==> src/rtl/cycle_meter.sv <==
// -----------------------------------------------------------------------------
// cycle_meter
//   Measures how many clock cycles a tagged token spends between acceptance and
//   a stop event, then presents {tag, cycle count} on a valid/ready port.
//   This is the inverse of a cycle-delay stage: it turns a delay back into a
//   cycle count. It is used to time request->response paths in benches and
//   perf monitors.
//
//   Optional feature macro: CYCLE_METER_TIMEOUT_EN
//     When defined, an interval that reaches timeout_p cycles without stop_i
//     ends on its own with timeout_o=1. When undefined there is no timeout
//     logic and timeout_o is tied to 0.
//
// Parameters
//   width_p         tag width (data_i / data_o)
//   cycles_width_p  measured-count width; the count saturates at all-ones
//   timeout_p       timeout threshold, 1 <= timeout_p < 2^cycles_width_p
//
// Ports
//   clk_i      in   clock, all logic on posedge
//   reset_n_i  in   synchronous reset, active-low
//   v_i        in   start token valid
//   data_i     in   start token tag
//   yumi_o     out  start token consumed this cycle (v_i while IDLE)
//   stop_i     in   end-of-interval event, only looked at while counting
//   v_o        out  result valid
//   data_o     out  tag captured at acceptance
//   cycles_o   out  measured cycles
//   sat_o      out  count saturated during the interval
//   timeout_o  out  interval ended by timeout
//   ready_i    in   downstream takes the result when v_o & ready_i
// -----------------------------------------------------------------------------
module cycle_meter #(
   parameter int width_p        = 8,
   parameter int cycles_width_p = 16,
   parameter int timeout_p      = 1000
) (
   input  logic                      clk_i,
   input  logic                      reset_n_i,
   input  logic                      v_i,
   input  logic [width_p-1:0]        data_i,
   output logic                      yumi_o,
   input  logic                      stop_i,
   output logic                      v_o,
   output logic [width_p-1:0]        data_o,
   output logic [cycles_width_p-1:0] cycles_o,
   output logic                      sat_o,
   output logic                      timeout_o,
   input  logic                      ready_i
);

   typedef enum logic [1:0] {
      ST_IDLE  = 2'd0,
      ST_COUNT = 2'd1,
      ST_DONE  = 2'd2
   } state_t;

   state_t                    r_state;
   state_t                    w_state_next;
   logic [cycles_width_p-1:0] r_count;
   logic [cycles_width_p-1:0] w_count_next;
   logic [cycles_width_p-1:0] r_cycles;
   logic [cycles_width_p-1:0] w_cycles_next;
   logic [width_p-1:0]        r_data;
   logic [width_p-1:0]        w_data_next;
   logic                      r_sat;
   logic                      w_sat_next;
   logic                      w_count_max;
   logic                      w_timeout_hit;

   assign w_count_max = &r_count;

`ifdef CYCLE_METER_TIMEOUT_EN
   localparam logic [cycles_width_p-1:0] TIMEOUT_LIMIT = cycles_width_p'(timeout_p);

   logic r_timeout;
   logic w_timeout_next;

   // A stop in the same cycle takes priority, so the hit is qualified by !stop_i
   // both here and in the main next-state logic.
   assign w_timeout_hit = (r_count == TIMEOUT_LIMIT);

   always_comb begin
      w_timeout_next = r_timeout;
      if (r_state == ST_IDLE && v_i) begin
         w_timeout_next = 1'b0;
      end else if (r_state == ST_COUNT && !stop_i && w_timeout_hit) begin
         w_timeout_next = 1'b1;
      end
   end

   always_ff @(posedge clk_i) begin
      if (!reset_n_i) begin
         r_timeout <= 1'b0;
      end else begin
         r_timeout <= w_timeout_next;
      end
   end

   assign timeout_o = r_timeout;
`else
   // Keeps the threshold referenced in builds without the timeout feature.
   localparam int unused_timeout_p = timeout_p;

   assign w_timeout_hit = 1'b0;
   assign timeout_o     = 1'b0;
`endif

   // State register
   always_ff @(posedge clk_i) begin
      if (!reset_n_i) begin
         r_state <= ST_IDLE;
      end else begin
         r_state <= w_state_next;
      end
   end

   // Next-state and datapath next values
   always_comb begin
      w_state_next  = r_state;
      w_count_next  = r_count;
      w_cycles_next = r_cycles;
      w_data_next   = r_data;
      w_sat_next    = r_sat;

      case (r_state)
         ST_IDLE: begin
            // stop_i is deliberately ignored here, including the accept cycle.
            if (v_i) begin
               w_data_next  = data_i;
               w_count_next = cycles_width_p'(1);
               w_sat_next   = 1'b0;
               w_state_next = ST_COUNT;
            end
         end

         ST_COUNT: begin
            if (stop_i) begin
               w_cycles_next = r_count;
               w_state_next  = ST_DONE;
            end else if (w_timeout_hit) begin
               // r_count equals the threshold here, so it is the reported value.
               w_cycles_next = r_count;
               w_state_next  = ST_DONE;
            end else if (w_count_max) begin
               // Hold at all-ones; the lost increment is remembered in sat.
               w_sat_next = 1'b1;
            end else begin
               w_count_next = r_count + cycles_width_p'(1);
            end
         end

         ST_DONE: begin
            if (ready_i) begin
               w_state_next = ST_IDLE;
            end
         end

         default: begin
            w_state_next = ST_IDLE;
         end
      endcase
   end

   // Datapath registers
   always_ff @(posedge clk_i) begin
      if (!reset_n_i) begin
         r_count  <= '0;
         r_cycles <= '0;
         r_data   <= '0;
         r_sat    <= 1'b0;
      end else begin
         r_count  <= w_count_next;
         r_cycles <= w_cycles_next;
         r_data   <= w_data_next;
         r_sat    <= w_sat_next;
      end
   end

   assign yumi_o   = v_i && (r_state == ST_IDLE);
   assign v_o      = (r_state == ST_DONE);
   assign data_o   = r_data;
   assign cycles_o = r_cycles;
   assign sat_o    = r_sat;

endmodule

==> config.mk <==
export PLATFORM = sky130hd
export DESIGN_NAME = cycle_meter
export DESIGN_NICKNAME = d
export VERILOG_FILES = /design/src/rtl/cycle_meter.sv
export SDC_FILE = /design/constraint.sdc
export NUM_CORES = 1
export LEC_CHECK = 0
export ABC_AREA = 1
export CORE_ASPECT_RATIO = 0.7
export CORE_MARGIN = 3
export CORE_UTILIZATION = 52
export CTS_CLUSTER_DIAMETER = 40
export DETAILED_ROUTE_END_ITERATION = 16
export PLACE_DENSITY_LB_ADDON = 0.12
export SYNTH_ARGS = -nofsm -noshare
export SYNTH_HDL_FRONTEND = slang
export SYNTH_SLANG_ARGS = --single-unit
==> constraint.sdc <==
create_clock -name clk_i -period 2.1 [get_ports clk_i]
set_input_delay 0.315 -clock clk_i [delete_from_list [all_inputs] [get_ports clk_i]]
set_output_delay 0.315 -clock clk_i [all_outputs]
set_load 0.01 [all_outputs]
==> After elaboration in Yosys (flattened, before gate mapping) <==
Cells that the tools add are included.
{ "totals": {"word_cells": 35, "latchBits": 0, "ff_bits": 43, "n_memories": 0, "ramBits": 0, "rom_bits": 0} }
{ "classes": {"n_reduce_logical": 9, "n_lt_le_gt_ge": 0, "eq_ne": 8, "n_div": 0, "shift": 0, "n_mux": 12, "addsub": 1, "n_bitwise": 0, "n_mul": 0} }
{ "ops": {"columns": ["op", "count"], "rows": [
  ["16-bit 2-to-1 mux", 3],
  ["16-bit one-hot mux with 2 select lines", 1],
  ["16-bit by 1-bit adder with 16-bit output (second input constant)", 1],
  ["16-bit AND reduction", 1],
  ["2-bit != test (second input constant)", 5],
  ["4-bit AND reduction", 2],
  ["2-bit 2-to-1 mux", 3],
  ["2-bit one-hot mux with 3 select lines", 1],
  ["2-bit AND reduction", 2],
  ["1-bit 2-to-1 mux", 3],
  ["3-bit AND reduction", 1],
  ["2-bit by 1-bit == test with 1-bit output (second input constant)", 1],
  ["2-bit == test (second input constant)", 1],
  ["2-bit logical NOT", 1],
  ["2-bit by 1-bit != test with 1-bit output (second input constant)", 1],
  ["1-bit one-hot mux with 2 select lines", 1],
  ["2-bit nonzero test", 1],
  ["1-bit logical AND", 1]
]} }

==> Logic depth before layout (Yosys ltp) <==
Gate-level depths: netlist (run 1).
{ "logic_depth": {"word_depth": 4, "ltp_mapped": 11, "ltp_nobuf": 11} }

==> Worst setup path before layout (run 1) <==
Ideal clock, no wire load.
{ "synth_path": {"path_kind": "register to register", "startpoint": "reg r_count[0]", "endpoint": "reg r_count[14]", "t_arrival_ns": 1.504, "period_less_slack_ns": 1.613, "path_buffers": 1, "path_stages_with_launch": 12, "setup_slack_ns": 0.487, "setup_time_ns": 0.109, "required_ns": 1.991, "cell_sequence": "dfxtp_1 ha_1 nand2_2 nor2_4 nand2_4 nor2_4 nand2_2 buf_6 nand3_1 nand2_1 nand2_1 inv_1"} }
{ "synth_via": {"elab_chain_len": 4} }
{ "synth_lines": {"columns": ["element", "line_no", "text"], "rows": [
  ["start, declared", "60", "logic [cycles_width_p-1:0] r_count;"],
  ["start signal, assigned", "173", "r_count <= w_count_next;"],
  ["16-bit by 1-bit adder with 16-bit output", "149", "w_count_next = r_count + cycles_width_p'(1);"],
  ["16-bit 2-to-1 mux", "145", "end else if (w_count_max) begin"],
  ["16-bit 2-to-1 mux", "138", "if (stop_i) begin"],
  ["16-bit one-hot mux with 2 select lines", "126", "case (r_state)"]
]} }
Parallel ways exist; a longest one is shown, timed or not. The select of a mux whose other input is x is not followed.
A chain may end at the register's enable or synchronous reset.

==> Worst setup path after layout (run 1) <==
{ "layout_path": {"startpoint": "reg r_count[1]", "endpoint": "reg r_count[14]"} }
The elaborated chain is that of the path after synthesis.

==> results.py, run 1 <==
metrics = {
    "global_route": {
        "antenna_found_initial": 0,
        "grt.overflow.total": 0,
        "grt_pass1_wl_mm": 8.65,
        "grt.total_usage_pct": 21.5,
        "grt_pass1_vias": 1875,
        "grt_max_degree": 25,
    },
    "timing": {
        "hold_ws_ns": 0.463,
        "slew_headroom_pct": 61.0,
        "fin_tns_setup_ns": 0,
        "grt_setup_unrepaired": "no",
        "finalCritPeriodShare_pct": 91.9,
        "timing.final.ws_setup_ns": 0.171,
        "skew_ns": 0.00959,
        "period_needed_ns": 1.93,
        "drv_slew": 0,
        "setup_viol": 0,
        "hold_viol_final": 0,
        "fmax_mhz": 518,
        "tightest_slew_ns": 0.581,
    },
    "final_layout": {
        "final_nets": 385,
        "postLayoutCoreUtil_pct": 68.9,
        "final_cell_mix": "nand2_1 (80), nor2_1 (51), dfxtp_1 (43)",
        "multi_input_area_sq_mm": 0.00109,
        "synthToLayoutAreaGrowth_pct": 25.3,
        "fillers": 348,
        "layout_commonest_cell": "nand2_1",
        "ff_latch_area_sq_um": 861,
        "post-route-cell-area_sq_mm": 0.00274,
        "layout-drive-gt1-share_pct": 10.5,
        "instances_no_fill": 423,
        "antennaDiodeCount": 0,
    },
    "yosys": {
        "ys_seq_elements": 43,
        "yosys-top-cells-area": "dfxtp_1 (39%), nand2_1 (14%), nor2_1 (8.8%)",
        "synth_top_area_share_pct": 39.4,
        "ys_seq_area_share_pct": 39.4,
        "synth_top_area_cell": "dfxtp_1",
        "synth_fp_nets": 340,
        "synth.distinct_cells": 28,
        "netlist_area_sq_mm": 0.00218,
        "ys_warn_count": 0,
        "syn_inst": 326,
        "syn_area_per_cell_sq_um": 6.70,
    },
    "detailed_routing": {
        "first_iter_violations": 107,
        "wl_mm": 5.29,
        "drc_errors": 0,
        "detail-route-antenna-nets": 0,
        "wl_per_cell_um": 12.5,
        "routed_via_density": 5.16,
        "drt-pass1-iter-count": 5,
        "vias": 2184,
    },
    "cts": {
        "cts_sinks": 43,
        "cts_tree": "yes",
        "clk-insertion-delay-late_ns": 0.30,
        "clk_path_buf_depth": 2,
        "cts_made_buffers": 5,
        "root_buffer": "clkbuf_8",
        "cts_setup_buffers": 0,
        "cts_resized": 0,
        "cts.htree.levels": 2,
        "postCtsHoldBufs": 0,
        "clk_pin_slew_worst_paths_ns": 0.08,
    },
    "job": {
        "max-cap-violations": 0,
    },
    "floorplan": {
        "dieArea_sq_mm": 0.00502,
        "die_h_um": 60.2,
        "core_sq_mm": 0.00397,
        "chipWidth_um": 83.5,
        "start_util_pct": 55.0,
        "ios": 41,
        "floorplan.rows": 19,
    },
    "placement": {
        "dp.cells": 416,
        "port_buffers": 39,
        "dp_hpwl_mm": 3.87,
        "place_ws_ns": 0.205,
        "routabilityCongestion": 0.932,
        "dpl_cell_area_sq_mm": 0.00263,
    },
    "worst_setup_path": {
        "cp-end-kind": "register",
        "cp.arrival_ns": 2.17,
        "crit_required_ns": 2.34,
        "worst-path-max-fanout": 17,
        "critPathLaunchType": "register",
        "critPathKind": "reg2reg",
    },
    "power_and_ir_drop": {
        "power_mw": 1.71,
        "leakage_nw": 1.08,
        "ir_drop_v": 0.000462,
        "p_per_area_mw_per_mm2": 624,
    },
    "status": {
        "status": "finished clean",
    },
    "min_path": {
        "min_path_type": "reg2reg",
    },
}
flip-flops by register name, indices dropped and copies added (netlist names):
signal,flops
cycles_o,16
r_count,16
data_o,8
r_state,2
sat_o,1
critical path: stages (launching register included):
cell and delay (ns):
dfxtp_1 0.41, ha_1 0.23, nand2_2 0.09, nor2_4 0.15
nand2_4 0.08, nor2_4 0.14, nand2_2 0.27, nand2_4 0.23
nand2_2 0.10, nand2_1 0.07, nand2_1 0.04, inv_1 0.05
cell usage after synthesis (all sizes together):
library cell  number
nand2             89
nor2              54
dfxtp             43
nand3             40
inv               36
a21oi             26
o21ai             11
clkbuf             8
buf                5
nand4              4
nor3               2
clkinv             1
conb               1
ha                 1
nand3b             1
nor3b              1
o211ai             1
o21bai             1
or2                1
power by group:
part | total [mW] | switching (mW) | internal [mW]
clock | 0.622 | 0.274 | 0.349
combinational | 0.234 | 0.135 | 0.0996
sequential | 0.851 | 0.0146 | 0.836
final timing paths:
| kind | start | endpoint | slack, ns | cells past startpoint |
|---|---|---|---|---|
| worst min-delay path | cycles_o[8]$_SDFFE_PN0P_ | cycles_o[8]$_SDFFE_PN0P_ | 0.46 | 2 |
| worst max-delay path | r_count[1]$_SDFFE_PN0P_ | r_count[14]$_SDFFE_PN0P_ | 0.17 | 11 |
| worst min register to register | cycles_o[8]$_SDFFE_PN0P_ | cycles_o[8]$_SDFFE_PN0P_ | 0.46 | 2 |
| worst max register to register | r_count[1]$_SDFFE_PN0P_ | r_count[14]$_SDFFE_PN0P_ | 0.17 | 11 |
layer usage:
layer  vias up  wire (um)  track usage [%]
met2        56       2370             35.2
met5         -          0                0
met3         9        260             4.96
met4         0         59             4.82
met1       997       2600             29.4
li1       1122          -                -
cell families (layout without fill, tap and decap cells):
kind of cell	Yosys count	in the layout	synth area share, %
AO/OA/AOI/OAI	39	39	9.51
adder cells (fa/ha/maj)	1	1	0.573
buffers and inverters	50	95	10.8
flip-flops	43	43	39.4
other	1	1	0.172
AND/OR/NAND/NOR	192	192	39.5
final cells by class:
| cell class | count | share of cell area, % |
|---|---|---|
| multi-input combinational | 233 | 39.8 |
| inverter | 37 | 5.08 |
| clock buffer | 6 | 2.65 |
| tap | 52 | 2.38 |
| timing repair buffer | 51 | 17.6 |
| clock inverter | 1 | 1.10 |
| sequential | 43 | 31.5 |
Note: power is estimated with default switching activity, not from simulation.
==> run 2: changes to the inputs <==
Settings changed: SLEW_MARGIN from default to 20.
==> results of run 2 <==
The final DEF is identical to that of run 1; final timing and power are the same.
